[src/rtl/idu_bypass_mux_pkg.sv]
// Shared constants and types for the IDU operand bypass network.
package idu_bypass_mux_pkg;

    localparam int DATA_WIDTH       = 32;
    localparam int RF_DEPTH_BIT     = 5;
    localparam int RF_DEPTH         = 1 << RF_DEPTH_BIT;
    localparam int SUPER_SCALAR_NUM = 2;
    localparam int PC_WIDTH         = 32;
    localparam int EXCEPTION_NUM    = 16;

    typedef enum logic [1:0] {
        SRC_RF_READ = 2'd0,
        SRC_WB      = 2'd1,
        SRC_LSU     = 2'd2,
        SRC_IEX     = 2'd3
    } byp_src_e;

    // Only stages whose load data is still in flight can cause a load-use stall.
    function automatic logic src_can_stall(input byp_src_e src);
        return (src == SRC_IEX) || (src == SRC_LSU);
    endfunction

endpackage

[src/rtl/idu_byp_operand_sel.sv]
// One source operand: youngest-producer match, data select and load-use hazard flag.
module idu_byp_operand_sel
    import idu_bypass_mux_pkg::*;
#(
    parameter int DW = DATA_WIDTH,
    parameter int IW = RF_DEPTH_BIT,
    parameter int N  = SUPER_SCALAR_NUM
) (
    input  logic [IW-1:0] src_idx,
    input  logic          src_idx_vld,
    input  logic [DW-1:0] rf_rd_data,
    input  logic [DW-1:0] iex_data     [N],
    input  logic [DW-1:0] lsu_data     [N],
    input  logic [DW-1:0] wb_data      [N],
    input  logic [IW-1:0] iex_rd       [N],
    input  logic [IW-1:0] lsu_rd       [N],
    input  logic [IW-1:0] wb_rd        [N],
    input  logic          iex_rd_vld   [N],
    input  logic          lsu_rd_vld   [N],
    input  logic          wb_rd_vld    [N],
    input  logic          iex_pipe_vld [N],
    input  logic          lsu_pipe_vld [N],
    input  logic          wb_pipe_vld  [N],
    input  logic          iex_is_load  [N],
    input  logic          lsu_is_load  [N],
    output logic [DW-1:0] sel_data,
    output logic          hazard
);

    logic     src_ok;
    logic     iex_hit [N];
    logic     lsu_hit [N];
    logic     wb_hit  [N];
    byp_src_e sel_src;
    logic     sel_load;

    // x0 is hardwired to zero and never forwards.
    assign src_ok = src_idx_vld && (src_idx != '0);

    for (genvar gi = 0; gi < N; gi++) begin : g_hit
        assign iex_hit[gi] = src_ok && iex_pipe_vld[gi] && iex_rd_vld[gi] && (iex_rd[gi] == src_idx);
        assign lsu_hit[gi] = src_ok && lsu_pipe_vld[gi] && lsu_rd_vld[gi] && (lsu_rd[gi] == src_idx);
        assign wb_hit[gi]  = src_ok && wb_pipe_vld[gi]  && wb_rd_vld[gi]  && (wb_rd[gi]  == src_idx);
    end

    // Walk from oldest to youngest so the last hit (youngest producer) wins.
    always_comb begin
        sel_data = rf_rd_data;
        sel_src  = SRC_RF_READ;
        sel_load = 1'b0;
        for (int i = 0; i < N; i++) begin
            if (wb_hit[i]) begin
                sel_data = wb_data[i];
                sel_src  = SRC_WB;
                sel_load = 1'b0;
            end
        end
        for (int i = 0; i < N; i++) begin
            if (lsu_hit[i]) begin
                sel_data = lsu_data[i];
                sel_src  = SRC_LSU;
                sel_load = lsu_is_load[i];
            end
        end
        for (int i = 0; i < N; i++) begin
            if (iex_hit[i]) begin
                sel_data = iex_data[i];
                sel_src  = SRC_IEX;
                sel_load = iex_is_load[i];
            end
        end
    end

    assign hazard = src_can_stall(sel_src) && sel_load;

endmodule

[src/rtl/idu_bypass_mux.sv]
// Decode-stage operand forwarding for rs1/rs2 with load-use stall and ID/EX operand registers.
module idu_bypass_mux #(
    parameter int DATA_WIDTH       = idu_bypass_mux_pkg::DATA_WIDTH,
    parameter int RF_DEPTH_BIT     = idu_bypass_mux_pkg::RF_DEPTH_BIT,
    parameter int SUPER_SCALAR_NUM = idu_bypass_mux_pkg::SUPER_SCALAR_NUM
) (
    input  logic                    clk,
    input  logic                    rst_n,
    input  logic [DATA_WIDTH-1:0]   rf_idu_rs1_data,
    input  logic [DATA_WIDTH-1:0]   rf_idu_rs2_data,
    input  logic [DATA_WIDTH-1:0]   iex_idu_byp_data [SUPER_SCALAR_NUM],
    input  logic [DATA_WIDTH-1:0]   lsu_idu_byp_data [SUPER_SCALAR_NUM],
    input  logic [DATA_WIDTH-1:0]   rf_idu_byp_data  [SUPER_SCALAR_NUM],
    input  logic [RF_DEPTH_BIT-1:0] iex_idu_byp_rd   [SUPER_SCALAR_NUM],
    input  logic [RF_DEPTH_BIT-1:0] lsu_idu_byp_rd   [SUPER_SCALAR_NUM],
    input  logic [RF_DEPTH_BIT-1:0] rf_idu_byp_rd    [SUPER_SCALAR_NUM],
    input  logic                    iex_idu_rd_vld   [SUPER_SCALAR_NUM],
    input  logic                    lsu_idu_rd_vld   [SUPER_SCALAR_NUM],
    input  logic                    rf_idu_rd_vld    [SUPER_SCALAR_NUM],
    input  logic                    iex_idu_pipe_vld [SUPER_SCALAR_NUM],
    input  logic                    lsu_idu_pipe_vld [SUPER_SCALAR_NUM],
    input  logic                    rf_idu_pipe_vld  [SUPER_SCALAR_NUM],
    input  logic                    iex_idu_is_load  [SUPER_SCALAR_NUM],
    input  logic                    lsu_idu_is_load  [SUPER_SCALAR_NUM],
    input  logic [RF_DEPTH_BIT-1:0] inst_rs1_idx,
    input  logic [RF_DEPTH_BIT-1:0] inst_rs2_idx,
    input  logic                    inst_rs1_idx_vld,
    input  logic                    inst_rs2_idx_vld,
    output logic [DATA_WIDTH-1:0]   idu_iex_rs1_data,
    output logic [DATA_WIDTH-1:0]   idu_iex_rs2_data,
    output logic                    idu_dispatcher_stall_vld
);

    logic [DATA_WIDTH-1:0] sel_data [2];
    logic                  hazard   [2];
    logic [RF_DEPTH_BIT-1:0] src_idx     [2];
    logic                    src_idx_vld [2];
    logic [DATA_WIDTH-1:0]   rf_rd_data  [2];

    assign src_idx[0]     = inst_rs1_idx;
    assign src_idx[1]     = inst_rs2_idx;
    assign src_idx_vld[0] = inst_rs1_idx_vld;
    assign src_idx_vld[1] = inst_rs2_idx_vld;
    assign rf_rd_data[0]  = rf_idu_rs1_data;
    assign rf_rd_data[1]  = rf_idu_rs2_data;

    for (genvar gi = 0; gi < 2; gi++) begin : g_opnd
        idu_byp_operand_sel #(
            .DW (DATA_WIDTH),
            .IW (RF_DEPTH_BIT),
            .N  (SUPER_SCALAR_NUM)
        ) u_sel (
            .src_idx      (src_idx[gi]),
            .src_idx_vld  (src_idx_vld[gi]),
            .rf_rd_data   (rf_rd_data[gi]),
            .iex_data     (iex_idu_byp_data),
            .lsu_data     (lsu_idu_byp_data),
            .wb_data      (rf_idu_byp_data),
            .iex_rd       (iex_idu_byp_rd),
            .lsu_rd       (lsu_idu_byp_rd),
            .wb_rd        (rf_idu_byp_rd),
            .iex_rd_vld   (iex_idu_rd_vld),
            .lsu_rd_vld   (lsu_idu_rd_vld),
            .wb_rd_vld    (rf_idu_rd_vld),
            .iex_pipe_vld (iex_idu_pipe_vld),
            .lsu_pipe_vld (lsu_idu_pipe_vld),
            .wb_pipe_vld  (rf_idu_pipe_vld),
            .iex_is_load  (iex_idu_is_load),
            .lsu_is_load  (lsu_idu_is_load),
            .sel_data     (sel_data[gi]),
            .hazard       (hazard[gi])
        );
    end

    assign idu_dispatcher_stall_vld = hazard[0] | hazard[1];

    // A stalled cycle sends a zero bubble into IEX.
    always_ff @(posedge clk or negedge rst_n) begin
        if (!rst_n) begin
            idu_iex_rs1_data <= '0;
            idu_iex_rs2_data <= '0;
        end else if (idu_dispatcher_stall_vld) begin
            idu_iex_rs1_data <= '0;
            idu_iex_rs2_data <= '0;
        end else begin
            idu_iex_rs1_data <= sel_data[0];
            idu_iex_rs2_data <= sel_data[1];
        end
    end

endmodule

[config.mk]
export PLATFORM = sky130hd
export DESIGN_NAME = idu_bypass_mux
export DESIGN_NICKNAME = d
export VERILOG_FILES = /design/src/rtl/idu_bypass_mux_pkg.sv /design/src/rtl/idu_byp_operand_sel.sv /design/src/rtl/idu_bypass_mux.sv
export SDC_FILE = /design/constraint.sdc
export NUM_CORES = 1
export LEC_CHECK = 0
export CAP_MARGIN = 20
export CELL_PAD_IN_SITES_DETAIL_PLACEMENT = 1
export CELL_PAD_IN_SITES_GLOBAL_PLACEMENT = 2
export CORE_UTILIZATION = 21
export CTS_BUF_LIST = sky130_fd_sc_hd__clkbuf_8
export DETAILED_ROUTE_END_ITERATION = 10
export PLACE_DENSITY = 0.95
export REMOVE_ABC_BUFFERS = 1
export SLEW_MARGIN = 0
export SYNTH_ARGS = -nofsm -noshare
export SYNTH_HDL_FRONTEND = slang
export SYNTH_SLANG_ARGS = --single-unit
[constraint.sdc]
create_clock -name clk -period 4.5 [get_ports clk]
set_input_delay 0.45 -clock clk [delete_from_list [all_inputs] [get_ports clk]]
set_output_delay 0.45 -clock clk [all_outputs]
set_load 0.005 [all_outputs]
==> metrics.yaml <==
status: "complete, no violations"
tightest_slew_ps: 976.4
cts_made_buffers: 9
syn_area_per_cell_um2: 7.705
layout-drive-gt1-share: 0.08289
p_int_w: 0.001276
slew_headroom: 0.3490
synth.distinct_cells: 41
grt_first_pass_wirelength_um: 55910
crit_fanout: 8
num_rows: 61
finalMaxSlewViolations: 0
cts_tree: "built"
maxCapViolCount: 0
start_kind: "input port"
ys_seq_elements: 64
numClockSinks: 64
swShare: 0.3046
setup_viol: 0
final_area_um2: 10400
hold_viol: 0
hold_path_class: "input port to asynchronous set/reset pin"
rsz0062_at_grt: "false"
antenna_found_initial: 6
p_switching_w: 0.0005591
core_area_um2: 28090
die_w_um: 171.7
wl_um: 38880
htreeDepth: 3
end_kind: "output port"
postCtsResizedCells: 0
pin_count: 381
grt_overflow: 0
cts_setup_buffers: 0
seq_power_share: 0.349
required_ps: 4050
fin_crit_ps: 4333
ant_nets: 0
grt_util_all_layers: 0.2605
dieArea_um2: 29480
syn2layout_area_growth_pct: 71.93
pwr-share-comb: 0.383
pwr-share-clk: 0.268
first_pass_iters: 7
cts_buffer_depth: 2
fin_crit_sh: 0.9628
fmax_ghz: 0.2308
syn_area_um2: 6048
crit_start: "inst_rs1_idx[4]"
dp_hpwl_um: 28980
first_global_vias: 8999
fin_nets: 1434
die_h_um: 171.7
ir_worst_vdd_mv: 0.1025
criticalPathCategory: "input port to output port"
dr.first_iter.drc_count: 521
holdBufCountCts: 0
numPortBuffers: 380
root_buffer: "clkbuf_8"
grt_max_degree: 65
syn-instance-count: 785
clk_pin_slew_ps: 80
leakage_nw: 3.884
wl_per_cell_um: 25.87
p_per_area_nw_per_um2: 176.5
power_w: 0.001835
placed_cell_area_um2: 10220
initial_core_util: 0.2153
seq_area_frac_synth: 0.2648
num_vias: 8302
arrival_ps: 3880
drc: 0
vias_per_cell: 5.524
crit_end: "idu_dispatcher_stall_vld"
synth-warning-count: 0
gp_congestion: 0.8766
==> through the flow <==
step | instances | hold slack (ps) | setup TNS (ps) | setup WS (ps) | util
detailed placement | 1485 | 669.2 | 0 | 217.8 | 0.3638
global placement | 1485 | 646.5 | 0 | 340.2 | 0.3638
global route | 1502 | 270.3 | 0 | 79.88 | 0.3701
floorplan | 695 | 154.4 | -62340 | -1071 | -
finish | 1503 | 231.0 | 0 | 167.4 | 0.3702
CTS | 1500 | 246.5 | 0 | 222.6 | 0.3700
==> worst max-delay path: stages <==
cell	delay, ps
clkdlybuf4s50_1	810
o21ai_2	200
nor4_1	710
nor2b_4	290
a31oi_1	100
o211ai_1	630
clkdlybuf4s50_1	690
==> kinds of logic (layout without fill, tap and decap cells) <==
family	count (synthesis)	count (layout)	share of synthesized area
buffers and inverters	90	427	0.07241
other	0	3	0
flip-flops	64	64	0.2648
AO/OA/AOI/OAI	235	235	0.3091
XOR/XNOR	60	60	0.08688
AND/OR/NAND/NOR	336	336	0.2669
==> state kept, by name, summed over array words and instances, names as in the netlist <==
signal and flops:
idu_iex_rs1_data 32, idu_iex_rs2_data 32
==> power groups by stage <==
stage	logic (W)	registers (W)	clock network [W]
2_1_floorplan	0.000173	0.000654	0
3_3_place_gp	0.000696	0.000651	0
3_5_place_dp	0.000701	0.000652	0
4_1_cts	0.000705	0.000641	0.000512
5_1_grt	0.000749	0.000644	0.000534
6_report	0.000703	0.000640	0.000493
==> layer usage <==
metal / global-route usage / wire length (um) / up-vias
li1: - / - / 3670
met1: 0.3001 / 15350 / 4060
met2: 0.4385 / 18590 / 465
met3: 0.07340 / 3403 / 101
met4: 0.1328 / 1499 / 6
met5: 0 / 41 / -
==> how the worst min path moves through the flow <==
stage	start	end	slack, ps	cells past startpoint
2_1_floorplan	rst_n	idu_iex_rs1_data[0]$_DFF_PN0_	150	0
4_1_cts	rst_n	idu_iex_rs2_data[15]$_DFF_PN0_	250	1
3_5_place_dp	rst_n	idu_iex_rs2_data[15]$_DFF_PN0_	670	1
3_3_place_gp	rst_n	idu_iex_rs1_data[11]$_DFF_PN0_	650	1
5_1_grt	rst_n	idu_iex_rs1_data[25]$_DFF_PN0_	270	1
6_report	rst_n	idu_iex_rs2_data[15]$_DFF_PN0_	230	1
==> synth_stat cells (all sizes together) <==
cell,n,share of area
nand2,139,0.086
a2111oi,32,0.048
o21bai,1,0.0019
nor4,5,0.0077
buf,40,0.041
nor2b,1,0.0023
clkbuf,50,0.031
nand3b,1,0.0012
and3b,1,0.0014
a211oi,18,0.030
o221ai,1,0.0014
o22ai,64,0.066
or3,1,0.0010
o211ai,34,0.043
a31oi,1,0.0010
a21o,2,0.0025
or4,9,0.012
nor2,33,0.020
o21ai,3,0.0050
nand3,59,0.049
nand4,9,0.0093
a21oi,24,0.020
dfrtp,64,0.26
and2,1,0.0010
a311oi,55,0.090
xor2,16,0.023
and3,42,0.043
xnor2,44,0.064
nor3,35,0.031
==> cell type report <==
| cell class | count | area (um^2) |
|---|---|---|
| Fill cell | 3390 | 17690 |
| Timing Repair Buffer | 412 | 4079 |
| Multi-Input combinational cell | 631 | 4065 |
| Sequential cell | 64 | 1602 |
| Tap cell | 378 | 473.0 |
| Clock buffer | 11 | 151.4 |
| Clock inverter | 4 | 21.27 |
| Antenna cell | 3 | 7.507 |
==> cells in the final DEF (no fill, tap or decap), types with 32 or more instances in the layout <==
cell type / netlist / layout
a311oi_1: 45 / 45
and3_1: 42 / 42
clkdlybuf4s50_1: 0 / 379
dfrtp_1: 64 / 64
nand2_1: 139 / 135
nand3_1: 59 / 59
nor2_1: 33 / 32
o211ai_1: 33 / 33
o22ai_1: 64 / 64
xnor2_1: 44 / 44
No activity file was read; power rests on OpenSTA's default activity.
